[src/rtl/mips_pkg.sv]
// ============================================================================
// mips_pkg : opcode/funct/ALU codes, FSM states and control decode tables
// Revision : 1.0 - initial release
// ============================================================================
`default_nettype none

package mips_pkg;

  localparam logic [5:0] OP_RTYPE = 6'b000000;
  localparam logic [5:0] OP_LW    = 6'b100011;
  localparam logic [5:0] OP_SW    = 6'b101011;
  localparam logic [5:0] OP_BEQ   = 6'b000100;
  localparam logic [5:0] OP_ADDI  = 6'b001000;
  localparam logic [5:0] OP_J     = 6'b000010;

  localparam logic [5:0] FUNCT_ADD = 6'b100000;
  localparam logic [5:0] FUNCT_SUB = 6'b100010;
  localparam logic [5:0] FUNCT_AND = 6'b100100;
  localparam logic [5:0] FUNCT_OR  = 6'b100101;
  localparam logic [5:0] FUNCT_SLT = 6'b101010;

  localparam logic [2:0] ALU_ADD = 3'b010;
  localparam logic [2:0] ALU_SUB = 3'b110;
  localparam logic [2:0] ALU_AND = 3'b000;
  localparam logic [2:0] ALU_OR  = 3'b001;
  localparam logic [2:0] ALU_SLT = 3'b111;

  localparam logic [1:0] ALUOP_ADD   = 2'b00;
  localparam logic [1:0] ALUOP_SUB   = 2'b01;
  localparam logic [1:0] ALUOP_FUNCT = 2'b10;

  typedef enum logic [3:0] {
    S_FETCH   = 4'd0,
    S_DECODE  = 4'd1,
    S_MEMADR  = 4'd2,
    S_MEMRD   = 4'd3,
    S_MEMWB   = 4'd4,
    S_MEMWR   = 4'd5,
    S_EXECUTE = 4'd6,
    S_ALUWB   = 4'd7,
    S_BRANCH  = 4'd8,
    S_ADDIEX  = 4'd9,
    S_ADDIWB  = 4'd10,
    S_JUMP    = 4'd11,
    S_HALT    = 4'd12
  } state_e;

  typedef struct packed {
    logic       pcwrite;
    logic       branch;
    logic       memwrite;
    logic       irwrite;
    logic       regwrite;
    logic       iord;
    logic       memtoreg;
    logic       regdst;
    logic       alusrca;
    logic [1:0] alusrcb;
    logic [1:0] pcsrc;
    logic [1:0] aluop;
  } ctrl_t;

  // Control word asserted while sitting in state s; anything unlisted stays 0.
  function automatic ctrl_t state_ctrl(input state_e s);
    ctrl_t c;
    c = '0;
    case (s)
      S_FETCH: begin
        c.irwrite = 1'b1;
        c.pcwrite = 1'b1;
        c.alusrcb = 2'b01;
        c.aluop   = ALUOP_ADD;
      end
      S_DECODE: begin
        c.alusrcb = 2'b11;
        c.aluop   = ALUOP_ADD;
      end
      S_MEMADR: begin
        c.alusrca = 1'b1;
        c.alusrcb = 2'b10;
        c.aluop   = ALUOP_ADD;
      end
      S_MEMRD:  c.iord = 1'b1;
      S_MEMWB: begin
        c.memtoreg = 1'b1;
        c.regwrite = 1'b1;
      end
      S_MEMWR: begin
        c.iord     = 1'b1;
        c.memwrite = 1'b1;
      end
      S_EXECUTE: begin
        c.alusrca = 1'b1;
        c.aluop   = ALUOP_FUNCT;
      end
      S_ALUWB: begin
        c.regdst   = 1'b1;
        c.regwrite = 1'b1;
      end
      S_BRANCH: begin
        c.alusrca = 1'b1;
        c.aluop   = ALUOP_SUB;
        c.pcsrc   = 2'b01;
        c.branch  = 1'b1;
      end
      S_ADDIEX: begin
        c.alusrca = 1'b1;
        c.alusrcb = 2'b10;
      end
      S_ADDIWB: c.regwrite = 1'b1;
      S_JUMP: begin
        c.pcsrc   = 2'b10;
        c.pcwrite = 1'b1;
      end
      default: c = '0;
    endcase
    return c;
  endfunction

  function automatic state_e next_state(input state_e s, input logic [5:0] op,
                                        input logic trap);
    state_e n;
    n = S_FETCH;
    case (s)
      S_FETCH:  n = S_DECODE;
      S_DECODE: begin
        case (op)
          OP_LW, OP_SW: n = S_MEMADR;
          OP_RTYPE:     n = S_EXECUTE;
          OP_BEQ:       n = S_BRANCH;
          OP_ADDI:      n = S_ADDIEX;
          OP_J:         n = S_JUMP;
          default:      n = trap ? S_HALT : S_FETCH;
        endcase
      end
      S_MEMADR:  n = (op == OP_SW) ? S_MEMWR : S_MEMRD;
      S_MEMRD:   n = S_MEMWB;
      S_EXECUTE: n = S_ALUWB;
      S_ADDIEX:  n = S_ADDIWB;
      S_HALT:    n = S_HALT;
      default:   n = S_FETCH;
    endcase
    return n;
  endfunction

endpackage

`default_nettype wire

[src/rtl/multicycle_controller_aludec.sv]
// ============================================================================
// aludec   : combinational ALU decoder (aluop, funct -> alucontrol)
// Revision : 1.0 - initial release
// ============================================================================
`default_nettype none

module aludec
  import mips_pkg::*;
(
  input  logic [1:0] aluop,
  input  logic [5:0] funct,
  output logic [2:0] alucontrol
);

  always_comb begin
    alucontrol = ALU_ADD;
    case (aluop)
      ALUOP_ADD: alucontrol = ALU_ADD;
      ALUOP_SUB: alucontrol = ALU_SUB;
      ALUOP_FUNCT: begin
        case (funct)
          FUNCT_ADD: alucontrol = ALU_ADD;
          FUNCT_SUB: alucontrol = ALU_SUB;
          FUNCT_AND: alucontrol = ALU_AND;
          FUNCT_OR:  alucontrol = ALU_OR;
          FUNCT_SLT: alucontrol = ALU_SLT;
          default:   alucontrol = ALU_ADD;
        endcase
      end
      default: alucontrol = ALU_ADD;
    endcase
  end

endmodule

`default_nettype wire

[src/rtl/multicycle_controller.sv]
// ============================================================================
// multicycle_controller : Moore FSM sequencing the multicycle MIPS datapath
// Revision              : 1.0 - initial release
// ============================================================================
`default_nettype none

module multicycle_controller
  import mips_pkg::*;
#(
  parameter bit TRAP_ILLEGAL = 1'b1
) (
  input  logic       clk,
  input  logic       reset,
  input  logic [5:0] op,
  input  logic [5:0] funct,
  input  logic       zero,
  output logic       pcen,
  output logic       memwrite,
  output logic       irwrite,
  output logic       regwrite,
  output logic       iord,
  output logic       memtoreg,
  output logic       regdst,
  output logic       alusrca,
  output logic [1:0] alusrcb,
  output logic [1:0] pcsrc,
  output logic [2:0] alucontrol,
  output logic       illegal
);

  state_e state_q, state_d;
  ctrl_t  ctrl_q,  ctrl_d;
  logic   illegal_q;

  always_comb begin
    state_d = next_state(state_q, op, TRAP_ILLEGAL);
    ctrl_d  = state_ctrl(state_d);
  end

  // Control word is registered alongside the state so outputs are glitch-free
  // Moore values; reset forces both back to FETCH, cancelling any pending write.
  always_ff @(posedge clk) begin
    if (reset) begin
      state_q   <= S_FETCH;
      ctrl_q    <= state_ctrl(S_FETCH);
      illegal_q <= 1'b0;
    end else begin
      state_q   <= state_d;
      ctrl_q    <= ctrl_d;
      illegal_q <= illegal_q | (state_d == S_HALT);
    end
  end

  aludec u_aludec (
    .aluop      (ctrl_q.aluop),
    .funct      (funct),
    .alucontrol (alucontrol)
  );

  assign pcen     = ctrl_q.pcwrite | (ctrl_q.branch & zero);
  assign memwrite = ctrl_q.memwrite;
  assign irwrite  = ctrl_q.irwrite;
  assign regwrite = ctrl_q.regwrite;
  assign iord     = ctrl_q.iord;
  assign memtoreg = ctrl_q.memtoreg;
  assign regdst   = ctrl_q.regdst;
  assign alusrca  = ctrl_q.alusrca;
  assign alusrcb  = ctrl_q.alusrcb;
  assign pcsrc    = ctrl_q.pcsrc;
  assign illegal  = illegal_q;

endmodule

`default_nettype wire

[config.mk]
export PLATFORM = sky130hd
export DESIGN_NAME = multicycle_controller
export DESIGN_NICKNAME = d
export VERILOG_FILES = /design/src/rtl/mips_pkg.sv /design/src/rtl/multicycle_controller_aludec.sv /design/src/rtl/multicycle_controller.sv
export SDC_FILE = /design/constraint.sdc
export NUM_CORES = 1
export LEC_CHECK = 0
export CAP_MARGIN = 20
export CORE_MARGIN = 2
export CORE_UTILIZATION = 50
export CTS_BUF_LIST = sky130_fd_sc_hd__clkbuf_8
export DETAILED_ROUTE_END_ITERATION = 10
export GPL_ROUTABILITY_DRIVEN = 1
export HOLD_SLACK_MARGIN = 0.1
export PLACE_DENSITY = 0.91
export RECOVER_POWER = 100
export SETUP_SLACK_MARGIN = 0.15
export SYNTH_ARGS = -nofsm -noshare
export SYNTH_HDL_FRONTEND = slang
export SYNTH_SLANG_ARGS = --single-unit
export TNS_END_PERCENT = 20
[constraint.sdc]
create_clock -name clk -period 4.2 [get_ports clk]
set_clock_uncertainty 0.2 [all_clocks]
set_input_delay 1.26 -clock clk [delete_from_list [all_inputs] [get_ports clk]]
set_output_delay 1.26 -clock clk [all_outputs]
set_load 0.005 [all_outputs]
After elaboration in Yosys (flattened, before gate mapping):

Index checks and enable logic that the tools add are counted.

* register bits after elaboration: 20
* output and inout port bits: 16
* word-level logic and storage cells: 72

* eq/ne operators: 29
* muxes and demuxes: 17
* bitwise operators: 3
* reduce and logical (&&, ||, !) cells: 9

Operators by type and width (number)
* == test 6 bit (second input constant): 6
* == test 4 bit (second input constant): 7
* one-hot mux 4 bit (7 select lines): 1
* == test 4 x 3 -> 1 bit (second input constant): 5
* one-hot mux 4 bit (5 select lines): 1
* == test 4 x 2 -> 1 bit (second input constant): 4
* one-hot mux 3 bit (4 select lines): 1
* 2-to-1 mux 1 bit: 9
* == test 4 x 1 -> 1 bit (second input constant): 2
* zero test 4 bit: 2
* one-hot mux 2 bit (2 select lines): 2
* OR reduction 2 bit: 4
* == test 6 x 2 -> 1 bit (second input constant): 1
* == test 6 x 3 -> 1 bit (second input constant): 1
* == test 6 x 4 -> 1 bit (second input constant): 1
* zero test 6 bit: 1
* one-hot mux 2 bit (3 select lines): 1
* one-hot mux 3 bit (2 select lines): 1
* OR reduction 4 bit: 1
* 2-to-1 mux 3 bit: 1
* OR reduction 3 bit: 1
* == test 2 x 1 -> 1 bit (second input constant): 1
* == test 2 bit (second input constant): 1
* OR 1 bit: 2
* AND 1 bit: 1

Logic depth before layout (Yosys ltp):

* depth in word-level cells: 7
* depth in mapped cells: 7
* gate-level depth less buffers: 6

Cells and area by module:

From an unflattened synthesis, not the netlist that was laid out.

* cells, all modules: 110
* area total of the unflattened synthesis: 1008.5 µm²

By module, submodules not included
* multicycle_controller: instances 1, cells an instance 95, area an instance 889.6 µm², seq. area each 360.3 µm²
* aludec: instances 1, cells an instance 15, area an instance 118.9 µm², seq. area each 0.0 µm²

Worst setup path before layout:

OpenSTA, ideal clock, no wires.

* path type: input-to-output
* from: input funct[5]
* to: output alucontrol[0]
* arrival time: 1830 ps
* required time: 2740 ps
* setup slack: 910 ps
* cell stages on the path: 4
* path buffers: 0
* cell sequence: nor2b_1 -> and3_1 -> a21oi_1 -> nor3b_1

* word-level cells in the longest chain between the ends: 3
* elaborated cells on any way between the ends: 6
* those cells by class: 4 x eq/ne; 2 x mux

RTL lines
* from (decl): RTL line multicycle_controller.sv:15 `input logic [5:0] funct,`
* == test 6 bit: RTL line multicycle_controller_aludec.sv:21 `case (funct)`
* one-hot mux 3 bit (4 select lines) (*): RTL line multicycle_controller_aludec.sv:21
* one-hot mux 3 bit (2 select lines) (*): RTL line multicycle_controller_aludec.sv:17 `case (aluop)`
* to (decl): RTL line multicycle_controller.sv:27 `output logic [2:0] alucontrol,`

Every way passes the cells marked *; elsewhere a longest branch is shown, timed or not.

Worst setup path after layout:

Same ends and word-level chain as after synthesis.

==> reports/qor.yml <==
htree_levels: 1
worstMarginPinSlew_ns: 0.957
io_pins: 31
rows: 15
cts_setup_buffers: 0
grt.overflow.total: 0
path_class: "input port to primary output"
cts_buffer_depth: 2
clock_sinks: 18
synth_cell_types: 41
clk_pin_slew_ns: 0.06
synthFlopType: "dfxtp_1"
synthesis.area_um2: 960
reg2reg_slack_ns: 1.64
synth_top_area_share: 0.375
cts-root-buf: "clkbuf_8"
synth_xor_area_frac: 0.0274
die_x_um: 47.8
dp_hpwl_mm: 1.67
p_clk_frac: 0.296
p_switching_w: 0.000138
antenna_found_initial: 0
cts_tree: "yes"
start_kind: "input port"
timing.rr.start: "state_q[2]"
rsz0062_at_grt: "true"
synth.avg_cell_area_um2: 8.97
period_share: 0.954
instances_no_fill: 158
grt_pass1_vias: 837
synth.most_common_cell: "dfxtp_1"
combPwrFrac: 0.278
final-max-slew-violation-count: 0
initialDrtViolationCount: 41
synth_compound_area_frac: 0.233
synthArstFlopShare: 0
wl_met2_mm: 1.13
drive_gt1_frac: 0.0677
antenna_cells: 0
routed_wl_mm: 2.35
yosys.area.top_type: "dfxtp_1"
gp_congestion: 0.904
finalHoldViolCount: 0
drc: 0
grt_pass1_wl_mm: 3.59
postLayoutCoreUtil: 0.721
drt_pre_antenna_iters: 4
viasPerCell: 5.84
syn_inst: 107
timing.setup.tns_ns: 0
finalSetupViolations: 0
ant_nets: 0
synthSimpleGateAreaFrac: 0.269
route.met3.wl_um: 196
worstHoldPathType: "flop to flop"
track_usage: 0.228
dp_cells: 154
syn_nets: 124
clock.fmax_ghz: 0.249
synthTopCellsByArea: "dfxtp_1, nor2_1, buf_4"
critical_path_peak_fanout: 2
wl_per_cell_um: 14.8
topRoutingLayerUsed: "met4"
grt_max_degree: 15
fin_nets: 151
setup.worst_path.end: "alucontrol[0]"
powerDensity_nw_per_um2: 375
timing.rr.end: "regwrite"
seqPwrFrac: 0.426
outcome: "finished, final reports clean"
ys_warn_count: 0
internal_power_w: 0.000340
start_util: 0.544
swShare: 0.288
met1_length_um: 939
whs_ns: 0.361
synth_top_family_by_area: "simple AND/OR/NAND/NOR gates"
drv_cap: 0
reg2regPathDepth: 6
relSlewSlack: 0.358
ctsHoldBuffers: 0
io_buffer_count: 30
die_area_um2: 2290
design.core.area_um2: 1760
end_kind: "primary output"
power.total_w: 0.000477
synth_fa_ha_area_frac: 0.0261
synth.yosys.seq_area_share: 0.375
vias: 922
cts_inserted_buffers: 3
worstSetupStartpoint: "funct[5]"
die_h_um: 47.8
ys_seq_elements: 18
ir_drop_mv: 0.283
arrival_ns: 2.55
yosys-mux-area-fraction: 0
cp.required_ns: 2.74
area_delta_synth_final_pct: 32.6
p_leak_nw: 0.527
clk_latency_ns: 0.26
min_period_ns: 4.01
synth_edf_count: 0
synthTopCellsByCount: "dfxtp_1, nor2_1, inv_1, nand3_1"
worst max-delay path: stages:
cell             delay (ns)
clkdlybuf4s50_1        0.45
nor2b_2                0.15
nand3_1                0.11
nor2_1                 0.11
a21oi_1                0.05
nor3b_1                0.16
dlygate4sd2_1          0.25
sequential cells by signal, summed over array words and instances (netlist names), 2 cells and up:
register / count
alusrcb: 2
ctrl_q: 2
pcsrc: 2
state_q: 4
layer usage:
layer	vias up	global-route usage
met5	-	0
met4	0	0.135
met3	13	0.0528
met2	55	0.381
met1	412	0.264
li1	442	-
metrics by stage:
step / instance area, µm² / setup WS [ns]
after CTS: 1300 / 0.0532
after floorplan: 960 / 0.910
after detailed placement: 1240 / -0.114
final: 1270 / 0.192
after global routing: 1270 / 0.0882
after global placement: 1240 / -0.0501
power groups by stage:
stage               registers [W]  logic (W)  clock network, W
floorplan                0.000204  0.0000893                 0
global placement         0.000207   0.000138                 0
detailed placement       0.000209   0.000141                 0
CTS                      0.000205   0.000143          0.000143
global route             0.000206   0.000144          0.000149
finish                   0.000203   0.000133          0.000141
cell usage in the layout (no fill, tap or decap), types with 3 or more instances in the layout:
master and instances:
and3_1 3, inv_1 5, dfxtp_1 18, a21oi_1 4, dlygate4sd3_1 15, clkbuf_8 4
or3_1 4, nor2_1 17, a31oi_1 3, nand3_1 5, clkdlybuf4s50_1 12, nor3b_1 3
a21o_1 3
logic make-up (layout without fill, tap and decap cells):
| kind of cell | after synthesis | after routing |
|---|---|---|
| compound gates | 26 | 26 |
| simple gates | 45 | 45 |
| xor+xnor | 3 | 3 |
| flops | 18 | 18 |
| buf+inv | 13 | 39 |
| fa+ha+maj | 2 | 2 |
cell type report:
type / count / area (µm²)
sequential: 18 / 360
inverter: 5 / 18.8
fill: 137 / 492
clock buffer: 4 / 55.1
timing repair buffer: 30 / 300
tap: 25 / 31.3
multi-input combinational: 76 / 507
timing repair:
| action | in CTS | in global routing |
|---|---|---|
| pin swaps | 1 | 0 |
| resized for setup | 3 | 1 |
| setup endpoints to repair | 3 | 3 |
how the worst min path moves through the flow:
stage,from,to,depth (start not counted)
floorplan,illegal,illegal,2
global placement,illegal,illegal,2
detailed placement,illegal,illegal,2
CTS,illegal,illegal,2
global route,illegal,illegal,2
finish,illegal,illegal,2
Note: power is estimated with default switching activity, not from simulation.
